<file path="config.mk">
export PLATFORM = sky130hd
export DESIGN_NAME = unary_to_bin
export DESIGN_NICKNAME = d
export VERILOG_FILES = /design/src/rtl/unary_to_bin_pkg.sv /design/src/rtl/unary_to_bin.sv
export SDC_FILE = /design/constraint.sdc
export NUM_CORES = 1
export LEC_CHECK = 0
export CAP_MARGIN = 40
export CORE_ASPECT_RATIO = 1.5
export CORE_UTILIZATION = 54
export DETAILED_ROUTE_END_ITERATION = 16
export HOLD_SLACK_MARGIN = 0.08
export PLACE_DENSITY = 0.83
export SYNTH_ARGS = -nofsm -noshare
export SYNTH_HDL_FRONTEND = slang
export SYNTH_SLANG_ARGS = --single-unit
</file>
<file path="constraint.sdc">
create_clock -name iClk -period 2.4 [get_ports iClk]
set_clock_uncertainty 0.1 [all_clocks]
set_input_delay 0.48 -clock iClk [delete_from_list [all_inputs] [get_ports iClk]]
set_output_delay 0.48 -clock iClk [all_outputs]
set_load 0.05 [all_outputs]
</file>
<file path="src/rtl/unary_to_bin_pkg.sv">
// Shared definitions for the unary-arithmetic blocks: FSM encoding and default widths.
package unary_to_bin_pkg;

  localparam int DEF_BITWIDTH = 8;
  localparam int DEF_WINLOG   = 8;

  typedef enum logic [1:0] {
    IDLE = 2'd0,
    ACC  = 2'd1,
    DONE = 2'd2
  } state_t;

endpackage

</file>
<file path="src/rtl/unary_to_bin.sv">
// Converts a unary (stochastic) bitstream to a binary ones-density estimate over
// a window of 2^WINLOG valid samples, with a ready/valid result handshake.
module unary_to_bin
  import unary_to_bin_pkg::*;
#(
  parameter int BITWIDTH = DEF_BITWIDTH,
  parameter int WINLOG   = DEF_WINLOG
) (
  input  logic                iClk,
  input  logic                iRstN,
  input  logic                iClr,
  input  logic                iStart,
  input  logic                iValid,
  input  logic                iBit,
  input  logic                iReady,
  output logic                oBusy,
  output logic                oValid,
  output logic [BITWIDTH-1:0] oBin
);

  localparam int SHIFT = WINLOG - BITWIDTH;

  // A full window of ones yields 2^BITWIDTH after the shift, one past the output range.
  function automatic logic [BITWIDTH-1:0] sat_bin(input logic [WINLOG:0] ones_v);
    logic [WINLOG:0] shifted;
    shifted = ones_v >> SHIFT;
    if (|shifted[WINLOG:BITWIDTH]) return {BITWIDTH{1'b1}};
    else                           return shifted[BITWIDTH-1:0];
  endfunction

  state_t              state, state_nxt;
  logic [WINLOG-1:0]   win_cnt;
  logic [WINLOG:0]     ones_cnt;
  logic [WINLOG:0]     ones_nxt;
  logic                win_last;
  logic                cnt_clr, cnt_en, out_load, out_ack, out_zero;

  assign ones_nxt = ones_cnt + {{WINLOG{1'b0}}, iBit};
  assign win_last = (win_cnt == {WINLOG{1'b1}});
  assign oBusy    = (state == ACC);

  always_ff @(posedge iClk or negedge iRstN) begin
    if (!iRstN) state <= IDLE;
    else        state <= state_nxt;
  end

  always_comb begin
    state_nxt = state;
    cnt_clr   = 1'b0;
    cnt_en    = 1'b0;
    out_load  = 1'b0;
    out_ack   = 1'b0;
    out_zero  = 1'b0;
    if (iClr) begin
      state_nxt = IDLE;
      cnt_clr   = 1'b1;
      out_zero  = 1'b1;
    end else begin
      unique case (state)
        IDLE: begin
          if (iStart) begin
            state_nxt = ACC;
            cnt_clr   = 1'b1;
          end
        end
        ACC: begin
          if (iValid) begin
            cnt_en = 1'b1;
            if (win_last) begin
              state_nxt = DONE;
              out_load  = 1'b1;
            end
          end
        end
        DONE: begin
          if (iReady) begin
            out_ack = 1'b1;
            if (iStart) begin
              state_nxt = ACC;
              cnt_clr   = 1'b1;
            end else begin
              state_nxt = IDLE;
            end
          end
        end
        default: state_nxt = IDLE;
      endcase
    end
  end

  // The result is taken from ones_nxt so the final sample lands on the same edge.
  always_ff @(posedge iClk or negedge iRstN) begin
    if (!iRstN) begin
      win_cnt  <= '0;
      ones_cnt <= '0;
      oBin     <= '0;
      oValid   <= 1'b0;
    end else begin
      if (cnt_clr) begin
        win_cnt  <= '0;
        ones_cnt <= '0;
      end else if (cnt_en) begin
        win_cnt  <= win_cnt + WINLOG'(1);
        ones_cnt <= ones_nxt;
      end
      if (out_zero) begin
        oBin   <= '0;
        oValid <= 1'b0;
      end else if (out_load) begin
        oBin   <= sat_bin(ones_nxt);
        oValid <= 1'b1;
      end else if (out_ack) begin
        oValid <= 1'b0;
      end
    end
  end

endmodule
</file>
After elaboration in Yosys (flattened, before gate mapping):

Index checks and enable logic that the tools add are counted.

* bits of input ports: 7
* memory bits (read-only): 0
* memories kept: 0
* bits in writable memories: 0
* bits in latches: 0
* word-level logic and storage cells: 51
* output and inout port bits: 10
* register bits: 28

* reductions and logical operators: 5
* multipliers: 0
* add/sub/neg operators: 2
* shifts and indexed selects: 0
* divide/modulo/power cells: 0
* bitwise gates (word level): 0
* equal/unequal tests: 7
* magnitude comparators: 0
* multiplexer cells: 32

Operator list (count)
* $mux W8: 5
* $mux W1: 18
* $mux W9: 2
* $mux W2: 5
* $add A9 B1 Y9: 1
* $ne A3 B3 Y1 const B: 3
* $add A8 B1 Y8 const B: 1
* $eq A8 B8 Y1 const B: 1
* $pmux W2 S3: 1
* $reduce_and A4 Y1: 1
* $reduce_bool A2 Y1: 2
* $ne A3 B2 Y1 const B: 1
* $reduce_bool A3 Y1: 1
* $eq A2 B1 Y1 const B: 1
* $eq A2 B2 Y1 const B: 1
* $logic_not A2 Y1: 1
* $pmux W1 S2: 1

Longest topological paths before layout:

Gate-level depths: netlist of run 1.

* depth after elaboration: 7
* mapped depth: 7
* depth with buffers taken out: 6

Least setup slack after synthesis of run 1:

Ideal clock, no wire load.

* path type: register -> register
* start point: register state[0]
* end point: register oBin[5]
* data arrival time: 1.922 ns
* cell stages (with the launch flop): 4
* required time: 2.179 ns
* buffers on the path: 0
* setup time: 0.121 ns
* setup slack: 0.257 ns
* clock period less this slack: 2.143 ns
* cells stage by stage: dfrtp_1 > nor2b_1 > a21oi_1 > a22o_2

* word-level cells in the longest chain between the ends: 4

RTL lines
* start: declaration: line unary_to_bin.sv:31 `state_t state, state_nxt;`
* start signal: assignment: line unary_to_bin.sv:44 `else state <= state_nxt;`
* $eq A2 B1 Y1
* named net oBusy: line unary_to_bin.sv:16 `output logic oBusy,`
* $mux W1: line unary_to_bin.sv:59 `unique case (state)`
* $mux W1: line unary_to_bin.sv:54 `if (iClr) begin`
* $reduce_bool A2 Y1 (no line)
* end signal: assignment: line unary_to_bin.sv:110 `oBin <= sat_bin(ones_nxt);`
* end: declaration: line unary_to_bin.sv:18 `output logic [BITWIDTH-1:0] oBin`

The timed path passes the listed nets, and every way through them passes these cells.
A chain may end at the register's enable or synchronous reset.

Final worst setup path of run 1:

* start point: register oBin[0]
* end point: output oBin[0]

No word-level cell between the ends.

==> results of run 1 <==
## cells in the final DEF, fill, tap and decap left out, types with 2 or more instances in the layout
cell,instances
sky130_fd_sc_hd__dfrtp_1,28
sky130_fd_sc_hd__clkdlybuf4s50_1,15
sky130_fd_sc_hd__a22o_1,10
sky130_fd_sc_hd__nand2_1,9
sky130_fd_sc_hd__nor2_1,9
sky130_fd_sc_hd__nand3_1,8
sky130_fd_sc_hd__o21ai_0,7
sky130_fd_sc_hd__a21oi_1,7
sky130_fd_sc_hd__buf_4,7
sky130_fd_sc_hd__nand4_1,6
sky130_fd_sc_hd__or3_1,5
sky130_fd_sc_hd__xnor2_1,5
sky130_fd_sc_hd__xor2_1,4
sky130_fd_sc_hd__a21o_1,3
sky130_fd_sc_hd__inv_1,3
sky130_fd_sc_hd__ha_1,3
sky130_fd_sc_hd__clkbuf_4,3
sky130_fd_sc_hd__nor2b_1,2
sky130_fd_sc_hd__nand2b_1,2
sky130_fd_sc_hd__o31ai_1,2
sky130_fd_sc_hd__nand3b_1,2
## per-stage QoR
step                      utilization  setup slack (ps)  hold slack [ps]  cell area, um2
after floorplan                     -             257.1            84.41            1456
after global placement         0.6593             73.69            387.0            1652
after detailed placement       0.6593             44.81            394.3            1652
after CTS                      0.6683             304.2            421.7            1674
after global routing           0.6683             253.2            425.9            1674
final                          0.6683             316.4            416.0            1674
## per-layer routing
layer,up-vias,wire length [um],GRT usage
li1,538,-,-
met1,544,1149,0.2428
met2,16,1556,0.4007
met3,2,38,0.02473
met4,0,15,0.06818
met5,-,0,0
## report_power, final
part	switching, mW	total [mW]	internal (mW)
sequential	0.00489	0.480	0.475
clock	0.126	0.185	0.0587
combinational	0.0370	0.0626	0.0256
total	0.168	0.727	0.559
## path summary, 6_finish.rpt
| check | start | end | cells past startpoint |
|---|---|---|---|
| setup reg to reg | state[0] | ones_cnt[2] | 5 |
| max in group asynchronous | iRstN | win_cnt[7] | 2 |
| setup / recovery | oBin[0] | oBin[0] | 1 |
| hold reg to reg | oBin[4] | oBin[4] | 1 |
| min in group iClk | oBin[4] | oBin[4] | 1 |
| hold / removal | iRstN | oBin[7] | 2 |
## sequential cells by signal (all words and copies together) (netlist names)
signal and count:
ones_cnt 9, win_cnt 8, oValid 1, oBin 8
state 2
## final cells by class
cell class	instances	area, um2	area share
flip-flops and latches	28	700.7	0.4185
repair buffers	22	202.7	0.1211
multi-input cells	100	691.9	0.4133
well taps	36	45.04	0.02691
inverters	3	11.26	0.006726
clock buffers	3	22.52	0.01345
## logic make-up after synthesis
group / Yosys count / synth area share
AOI/OAI and AO/OA: 36 / 0.1761
xor gates and xnor gates: 9 / 0.05412
adders and majority gates: 3 / 0.02578
buffers and inverters: 10 / 0.04381
DFF: 28 / 0.4811
and+or+nand+nor: 52 / 0.2191
==> impl_metrics.sql, run 1 <==
INSERT INTO impl_metrics (metric_group, metric, value, unit) VALUES
('placed_design', 'numPlacedInstances', '189', ''),
('global_route', 'globalRouteTotalUtil', '0.2143', ''),
('sta', 'worst_slew_margin_rel', '0.5410', ''),
('clock_network', 'cts_sinks', '28', ''),
('die', 'design.portCount', '17', ''),
('yosys', 'ys_dominant_reg_cell', 'sky130_fd_sc_hd__dfrtp_1', ''),
('pwr', 'power.ir.vdd_worst', '0.0003654', 'V'),
('setup_path', 'critical_path.endpoint_type', 'output pin', ''),
('final_layout', 'n_antenna_cell', '0', ''),
('clock_network', 'ctsHoldBuffers', '0', ''),
('setup_path', 'path_buf_inv', '1', ''),
('placed_design', 'port_buffer_count', '16', ''),
('clock_network', 'tritoncts', 'built', ''),
('pwr', 'power_density', '434.5', 'nW/um2'),
('worst_hold_path', 'worstHoldPathType', 'in -> async', ''),
('pwr', 'design_power_total', '0.7274', 'mW'),
('global_route', 'maximum_number_of_pins_on_one_net_before_global_route_repair', '29', ''),
('setup_path', 'arrival', '1500', 'ps'),
('yosys', 'synth-edff-count', '0', ''),
('die', 'die-height', '65.61', 'um'),
('yosys', 'synth-seq-cells', '28', ''),
('clock_network', 'worstSkewPairLatency', '320', 'ps'),
('setup_path', 'worst-setup-path-type', 'reg -> out', ''),
('setup_path', 'crit_path_start_kind', 'flop', ''),
('pwr', 'cellLeakagePower', '0.7502', 'nW'),
('yosys', 'netlist.area_leader.share', '0.4811', ''),
('setup_path', 'ff2ff_setup_slack', '570', 'ps'),
('final_layout', 'n_fill_cell', '197', ''),
('placed_design', 'globalplace.congestion', '0.7879', ''),
('route', 'drt-wirelength-per-cell', '14.38', 'um'),
('setup_path', 'slowest_stage', 'sky130_fd_sc_hd__clkdlybuf4s50_1', ''),
('sta', 'final-setup-viol-count', '0', ''),
('sta', 'timing_hold_violations_final', '0', ''),
('route', 'route.detailed.vias_per_inst', '5.729', ''),
('final_layout', 'layout_cells_sized_above_1', '0.1282', ''),
('yosys', 'netlist.top_cell.by_area', 'sky130_fd_sc_hd__dfrtp_1', ''),
('yosys', 'synthMostInstantiatedCell', 'sky130_fd_sc_hd__dfrtp_1', ''),
('sta', 'max_slew.worst_pin.slew', '687.2', 'ps'),
('sta', 'max_freq', '0.4799', 'GHz'),
('route', 'antenna_violating_nets_post_route', '0', ''),
('die', 'die_area', '2913', 'um2'),
('yosys', 'synthDistinctLibCells', '38', ''),
('clock_network', 'clock_tree.root_cell', 'sky130_fd_sc_hd__clkbuf_4', ''),
('clock_network', 'cts_htree_levels', '1', ''),
('setup_path', 'path_cells', 'clkdlybuf4s50_1', ''),
('route', 'routed-via-count', '1100', ''),
('route', 'wl', '2.760', 'mm'),
('sta', 'timing.final.crit_period', '2084', 'ps'),
('global_route', 'grt_first_pass_wirelength', '4.692', 'mm'),
('die', 'fp-row-count', '22', ''),
('sta', 'timing.setup.tns', '0', 'ps'),
('outcome', 'run_status', 'complete, no violations', ''),
('sta', 'fin_crit_sh', '0.8682', ''),
('clock_network', 'cts-root-to-sink-buffers', '2', ''),
('yosys', 'synth_fp_nets', '148', ''),
('yosys', 'synth_area_per_cell', '10.55', 'um2'),
('sta', 'final-max-slew-violation-count', '0', ''),
('clock_network', 'numCtsBuffers', '3', ''),
('die', 'initial_utilization', '0.5814', ''),
('die', 'floorplan.core_area', '2505', 'um2'),
('flow_run', 'timing.max_cap.violations', '0', ''),
('route', 'dr.pass1.iters', '4', ''),
('yosys', 'synthTopCellsByCount', 'sky130_fd_sc_hd__dfrtp_1 (28), sky130_fd_sc_hd__a22o_1 (10), sky130_fd_sc_hd__nand2_1 (9), sky130_fd_sc_hd__nor2_1 (9), sky130_fd_sc_hd__nand3_1 (8)', ''),
('yosys', 'proportion_of_synthesized_chip_area_in_sequential_cells', '0.4811', ''),
('setup_path', 'worst_path_largest_cell_delay', '800', 'ps'),
('clock_network', 'number_of_buffers_inserted_to_repair_setup_after_cts', '0', ''),
('setup_path', 'crit_path_leading_delay_family', 'buffers and inverters', ''),
('global_route', 'antenna_violations_before_repair', '0', ''),
('final_layout', 'design.final.nets', '168', ''),
('yosys', 'synth_warnings', '0', ''),
('setup_path', 'crit_required', '1820', 'ps');
(Power assumes the default switching activity.)
==> inputs of run 2 (changes only) <==
Settings changed: CORE_UTILIZATION 54 to 49, PLACE_DENSITY 0.83 to 0.8.
Clock period 2.4 ns to 1.9 ns, I/O delays scaled along.
==> run 2 against run 1 <==
Net effect:
- count of clock-buffer cells in the layout unchanged
- non-clock buffer count up 17
- total power up 41%
- first-iteration DRC count down 27%
- flip-flop and latch count unchanged
- via count up 8.5%
- critical path depth up 5
- sequential share of layout area down 5.6 points
- largest power group unchanged
- combinational power up 68%
==> impl_metrics.sql, run 2 (synthesis results as in run 1) <==
INSERT INTO impl_metrics (metric_group, metric, value, unit) VALUES
('setup_path', 'arrival', '1910', 'ps'),
('global_route', 'number_of_global_route_vias_before_repair', '1213', ''),
('pwr', 'cellLeakagePower', '0.8817', 'nW'),
('outcome', 'run_status', 'complete, no violations', ''),
('sta', 'fin_crit_sh', '0.9486', ''),
('sta', 'final-max-slew-violation-count', '0', ''),
('global_route', 'met2_usage', '0.4063', ''),
('route', 'routed-via-count', '1194', ''),
('die', 'die_area', '3199', 'um2'),
('pwr', 'switching_share', '0.2293', ''),
('placed_design', 'placed_area', '1778', 'um2'),
('final_layout', 'design.final.nets', '187', ''),
('clock_network', 'tritoncts', 'built', ''),
('sta', 'setup_slack', '97.61', 'ps'),
('pwr', 'switchingPower', '0.2348', 'mW'),
('sta', 'max_freq', '0.5548', 'GHz'),
('setup_path', 'critical_path.endpoint_type', 'flop', ''),
('setup_path', 'slowest_stage', 'sky130_fd_sc_hd__or3_2', ''),
('final_layout', 'largest_register_ff_count', '9', ''),
('setup_path', 'path_cells', 'ha_2 > ha_4 > nand3_4 > or3_2 > nand4_1 > a22o_1', ''),
('pwr', 'power_report.internal_total', '0.7892', 'mW'),
('global_route', 'globalRouteTotalUtil', '0.2214', ''),
('clock_network', 'cts_sinks', '28', ''),
('setup_path', 'timing.critical_path.fanout_max', '4', ''),
('route', 'drt-wirelength-per-cell', '15.77', 'um'),
('global_route', 'grt_first_pass_wirelength', '5.126', 'mm'),
('setup_path', 'path_buf_inv', '0', ''),
('clock_network', 'worstSkewPairLatency', '270', 'ps'),
('route', 'drc', '0', ''),
('pwr', 'combinationalPowerShare', '0.103', ''),
('flow_run', 'timing.max_cap.violations', '0', ''),
('global_route', 'met1_usage', '0.2459', ''),
('setup_path', 'crit_path_leading_delay_family', 'simple AND/OR/NAND/NOR gates', ''),
('pwr', 'power.ir.vdd_worst', '0.0005467', 'V'),
('sta', 'timing.hold.ws', '387.1', 'ps'),
('route', 'dr.first_iter.drc_count', '16', ''),
('pwr', 'share_clk_of_total_power', '0.309', ''),
('final_layout', 'registers.top_by_ff_count', 'ones_cnt', ''),
('clock_network', 'ctsHoldBuffers', '0', ''),
('placed_design', 'place_ws', '-378.5', 'ps'),
('route', 'antenna_violating_nets_post_route', '0', ''),
('placed_design', 'place.detailed.hpwl', '2.348', 'mm'),
('setup_path', 'worst_path_largest_cell_delay', '540', 'ps'),
('die', 'initial_utilization', '0.5327', ''),
('setup_path', 'crit_path_start_kind', 'flop', ''),
('sta', 'timing.final.crit_period', '1802', 'ps'),
('global_route', 'gr-usage-met3', '0.02604', ''),
('final_layout', 'layout_cells_sized_above_1', '0.3314', ''),
('setup_path', 'crit_required', '2010', 'ps'),
('sta', 'final-setup-viol-count', '0', ''),
('die', 'die-height', '68.77', 'um'),
('clock_network', 'numCtsBuffers', '3', ''),
('global_route', 'antenna_violations_before_repair', '0', ''),
('route', 'dr.pass1.iters', '4', ''),
('pwr', 'power_density', '530.4', 'nW/um2'),
('placed_design', 'globalplace.congestion', '0.8446', ''),
('final_layout', 'final_area', '1931', 'um2'),
('sta', 'grt_setup_unrepaired', 'false', ''),
('placed_design', 'port_buffer_count', '16', ''),
('die', 'design.portCount', '17', ''),
('die', 'floorplan.core_area', '2734', 'um2'),
('clock_network', 'cts_htree_levels', '1', ''),
('worst_hold_path', 'worstHoldPathType', 'in -> async', ''),
('final_layout', 'flow.area_growth_from_synthesis', '32.56', '%'),
('global_route', 'grt.busiest_layer', 'met2', ''),
('final_layout', 'n_antenna_cell', '0', ''),
('route', 'wl', '3.343', 'mm'),
('final_layout', 'largest_registers', 'ones_cnt (9), oBin (8), win_cnt (8)', ''),
('clock_network', 'path_clk_slew', '90', 'ps'),
('die', 'fp-row-count', '23', ''),
('clock_network', 'clock_tree.root_cell', 'sky130_fd_sc_hd__clkbuf_8', ''),
('global_route', 'maximum_number_of_pins_on_one_net_before_global_route_repair', '29', ''),
('sta', 'worst_slew_margin_rel', '0.6603', ''),
('die', 'fp.dieW', '46.52', 'um'),
('final_layout', 'final_cell_mix', 'sky130_fd_sc_hd__buf_4 (30), sky130_fd_sc_hd__dfrtp_1 (28), sky130_fd_sc_hd__a22o_1 (10), sky130_fd_sc_hd__nand2_1 (9), sky130_fd_sc_hd__nor2_1 (9)', ''),
('pwr', 'share_seq_of_total_power', '0.588', ''),
('global_route', 'globalRouteOverflowTotal', '0', ''),
('sta', 'timing_hold_violations_final', '0', ''),
('clock_network', 'cts-root-to-sink-buffers', '2', ''),
('setup_path', 'worst-setup-path-type', 'reg -> reg', ''),
('sta', 'max_slew.worst_pin.slew', '508.0', 'ps'),
('route', 'route.detailed.vias_per_inst', '5.632', ''),
('final_layout', 'most_frequent_standard_cell_in_the_layout_excluding_fill_and_tap_cells', 'sky130_fd_sc_hd__buf_4', '');
run 2: per-stage QoR:
stage,setup TNS (ps),total power [mW],util,std cells
after CTS,-1.244,1.036,0.6755,209
after floorplan,0,0.6605,-,138
after global routing,0,1.065,0.7062,212
final,0,1.024,0.7062,212
after global placement,-5221,0.7129,0.6503,206
after detailed placement,-6141,0.7159,0.6503,206
run 2: power by group through the flow:
stage	combinational, mW	clock (mW)	sequential (mW)
after global placement	0.0993	0	0.614
after floorplan	0.0444	0	0.616
after global routing	0.115	0.348	0.603
after CTS	0.105	0.329	0.602
after detailed placement	0.102	0	0.614
final	0.105	0.316	0.602
run 2: area by class of cell:
class                   instances  area, um2
fillers                       194      803.3
multi-input cells             102      783.3
flip-flops and latches         28      700.7
repair buffers                 39      347.8
well taps                      37      46.29
clock buffers                   3      41.29
inverters                       3      11.26
run 2: worst paths after layout:
path | start | end | slack [ps] | cells after the start
max reg2reg | ones_cnt[0] | oBin[6] | 100 | 6
min | iRstN | ones_cnt[8] | 390 | 2
max | ones_cnt[0] | oBin[6] | 100 | 6
min in group iClk | oBin[2] | oBin[2] | 410 | 1
max in group asynchronous | iRstN | win_cnt[6] | 1040 | 2
min reg2reg | oBin[2] | oBin[2] | 410 | 1
run 2: per-layer routing:
layer  up-vias  wire length (um)  part of all wire
met5         -                 0                 0
met4         0                50             0.015
met3         7                60             0.018
met2        21              1904              0.57
met1       586              1328              0.40
li1        580                 -                 -
run 2: timing repair:
item	in CTS	in global routing
setup endpoints to repair	12	11
cloned	0	2
setup buffers	0	1
resized for setup	6	10
pin swaps	1	6
run 2: worst register-to-register path, cell delays in order, from the launching register on:
cell and delay [ps]:
sky130_fd_sc_hd__dfrtp_1 380, sky130_fd_sc_hd__ha_2 210, sky130_fd_sc_hd__ha_4 160, sky130_fd_sc_hd__nand3_4 110
sky130_fd_sc_hd__or3_2 540, sky130_fd_sc_hd__nand4_1 120, sky130_fd_sc_hd__a22o_1 130
==> inputs of run 3 (changes only) <==
Settings changed: CORE_MARGIN set to 2.
==> run 3 against run 2 <==
Net effect:
- via count increased by 4.0%
- final area increased by 0.19%
- critical path depth increased by 1
- worst setup slack got worse by 24 ps
- wire length increased by 2.5%
- maximum frequency decreased by 1.3%
- non-clock buffer count decreased by 2
- critical path type is now in -> reg
- critical endpoint is now win_cnt[4]
==> impl_metrics.sql, run 3 (synthesis results as in run 1) <==
INSERT INTO impl_metrics (metric_group, metric, value, unit) VALUES
('route', 'drt-wirelength-per-cell', '16.08', 'um'),
('pwr', 'design_power_total', '1.081', 'mW'),
('final_layout', 'n_antenna_cell', '0', ''),
('sta', 'grt_setup_unrepaired', 'false', ''),
('pwr', 'cellLeakagePower', '0.8782', 'nW'),
('setup_path', 'arrival', '1890', 'ps'),
('route', 'drc', '0', ''),
('final_layout', 'layout_cells_sized_above_1', '0.3333', ''),
('setup_path', 'path_buf_inv', '3', ''),
('sta', 'final-setup-viol-count', '0', ''),
('setup_path', 'crit_path_start_kind', 'primary input', ''),
('clock_network', 'clock_tree.root_cell', 'sky130_fd_sc_hd__clkbuf_8', ''),
('final_layout', 'area.sequential', '700.7', 'um2'),
('final_layout', 'n_fill_cell', '216', ''),
('die', 'floorplan.core_area', '2883', 'um2'),
('die', 'fp.dieW', '48.52', 'um'),
('placed_design', 'port_buffer_count', '16', ''),
('clock_network', 'cts_htree_levels', '1', ''),
('pwr', 'power_density', '558.9', 'nW/um2'),
('final_layout', 'largest_registers', 'ones_cnt (9), oBin (8), win_cnt (8)', ''),
('setup_path', 'crit_required', '1960', 'ps'),
('setup_path', 'path_cells', 'clkdlybuf4s50_1 > nor4bb_2 > buf_4 > buf_12 > nand4_1 > xor2_1 > nor2_1', ''),
('pwr', 'power.ir.vdd_worst', '0.0004771', 'V'),
('sta', 'timing.final.crit_period', '1826', 'ps'),
('die', 'die-height', '70.77', 'um'),
('global_route', 'globalRouteTotalUtil', '0.2121', ''),
('clock_network', 'tritoncts', 'built', ''),
('setup_path', 'timing.critical_path.fanout_max', '5', ''),
('die', 'die_area', '3433', 'um2'),
('final_layout', 'final_cell_mix', 'sky130_fd_sc_hd__buf_4 (29), sky130_fd_sc_hd__dfrtp_1 (28), sky130_fd_sc_hd__a22o_1 (10), sky130_fd_sc_hd__nor2_1 (9), sky130_fd_sc_hd__nand2_1 (8)', ''),
('route', 'routed-via-count', '1242', ''),
('final_layout', 'most_frequent_standard_cell_in_the_layout_excluding_fill_and_tap_cells', 'sky130_fd_sc_hd__buf_4', ''),
('final_layout', 'area_of_combinational_cells_with_multiple_inputs', '798.3', 'um2'),
('flow_run', 'timing.max_cap.violations', '0', ''),
('route', 'dr.pass1.iters', '4', ''),
('sta', 'max_slew.worst_pin.slew', '496.6', 'ps'),
('final_layout', 'registers.top_by_ff_count', 'ones_cnt', ''),
('final_layout', 'finish.utilization', '0.6710', ''),
('sta', 'final-max-slew-violation-count', '0', ''),
('placed_design', 'placed_area', '1773', 'um2'),
('sta', 'max_freq', '0.5476', 'GHz'),
('global_route', 'maximum_number_of_pins_on_one_net_before_global_route_repair', '29', ''),
('global_route', 'globalRouteOverflowTotal', '0', ''),
('die', 'fp-row-count', '24', ''),
('sta', 'timing.setup.tns', '0', 'ps'),
('setup_path', 'critical_path.endpoint_type', 'flop', ''),
('clock_network', 'ctsHoldBuffers', '0', ''),
('route', 'dr.first_iter.drc_count', '29', ''),
('final_layout', 'design.final.nets', '185', ''),
('sta', 'worst_slew_margin_rel', '0.6679', ''),
('setup_path', 'worst-setup-path-type', 'in -> reg', ''),
('clock_network', 'numCtsBuffers', '3', ''),
('sta', 'fin_crit_sh', '0.9611', ''),
('final_layout', 'final_area', '1934', 'um2'),
('route', 'route.detailed.vias_per_inst', '5.831', ''),
('worst_hold_path', 'worstHoldPathType', 'in -> async', ''),
('global_route', 'antenna_violations_before_repair', '0', ''),
('setup_path', 'slowest_stage', 'sky130_fd_sc_hd__clkdlybuf4s50_1', ''),
('placed_design', 'globalplace.congestion', '0.8705', ''),
('final_layout', 'largest_register_ff_count', '9', ''),
('clock_network', 'cts-root-to-sink-buffers', '2', ''),
('setup_path', 'worst_path_largest_cell_delay', '510', 'ps'),
('global_route', 'number_of_global_route_vias_before_repair', '1264', ''),
('clock_network', 'worstSkewPairLatency', '280', 'ps'),
('route', 'wl', '3.426', 'mm'),
('setup_path', 'crit_path_leading_delay_family', 'buffers and inverters', ''),
('route', 'antenna_violating_nets_post_route', '0', ''),
('clock_network', 'cts_sinks', '28', ''),
('clock_network', 'path_clk_slew', '90', 'ps'),
('die', 'initial_utilization', '0.5052', ''),
('die', 'design.portCount', '17', ''),
('outcome', 'run_status', 'complete, no violations', ''),
('final_layout', 'flow.area_growth_from_synthesis', '32.82', '%'),
('sta', 'timing_hold_violations_final', '0', ''),
('placed_design', 'place.detailed.hpwl', '2.458', 'mm'),
('global_route', 'grt_first_pass_wirelength', '5.685', 'mm');
run 3: cell types whose count changed in the layout (fill, tap and decap cells not counted), sizes merged:
| cell | change |
|---|---|
| buf | -2 |
| clkbuf | +1 |
run 3: cell type report:
class                      instances  area share
multi-input combinational        102      0.4127
clock buffer                       4     0.02846
tap                               39     0.02523
timing repair buffer              37      0.1656
sequential                        28      0.3622
inverter                           3    0.005821
run 3: routing by layer:
layer | wire length [um] | track usage | vias up
met5 | 0 | 0 | -
met1 | 1278 | 0.2284 | 614
met4 | 77 | 0.09524 | 0
met2 | 1953 | 0.4120 | 40
met3 | 117 | 0.02110 | 10
li1 | - | - | 578
run 3: path summary, 6_finish.rpt:
kind | start | endpoint | slack [ps] | depth (start not counted)
max | iValid | win_cnt[4] | 70 | 7
min | iRstN | oBin[2] | 380 | 2
max reg2reg | ones_cnt[0] | oBin[4] | 160 | 7
min reg2reg | oBin[6] | oBin[6] | 430 | 1
max in group asynchronous | iRstN | ones_cnt[4] | 1060 | 2
min in group iClk | oBin[6] | oBin[6] | 430 | 1
run 3: power by group:
group	total, mW	switching [mW]	internal [mW]
sequential	0.603	0.00338	0.599
clock	0.370	0.184	0.186
combinational	0.108	0.0590	0.0493
run 3: what timing repair did:
item                                    in CTS  in global routing
hold endpoints to repair                     0                  0
endpoints found under the setup margin      11                 12
setup buffers                                0                  0
pin swaps                                    1                  4
resized for setup                            7                 12
cloned                                       1                  1
run 3: per-stage QoR:
step	hold slack [ps]	setup WS (ps)	std cells
after floorplan	-15.59	97.89	138
after detailed placement	398.9	-373.6	207
after global routing	429.8	52.23	213
after global placement	390.0	-269.8	207
after CTS	386.0	-23.92	212
final	376.2	73.96	213
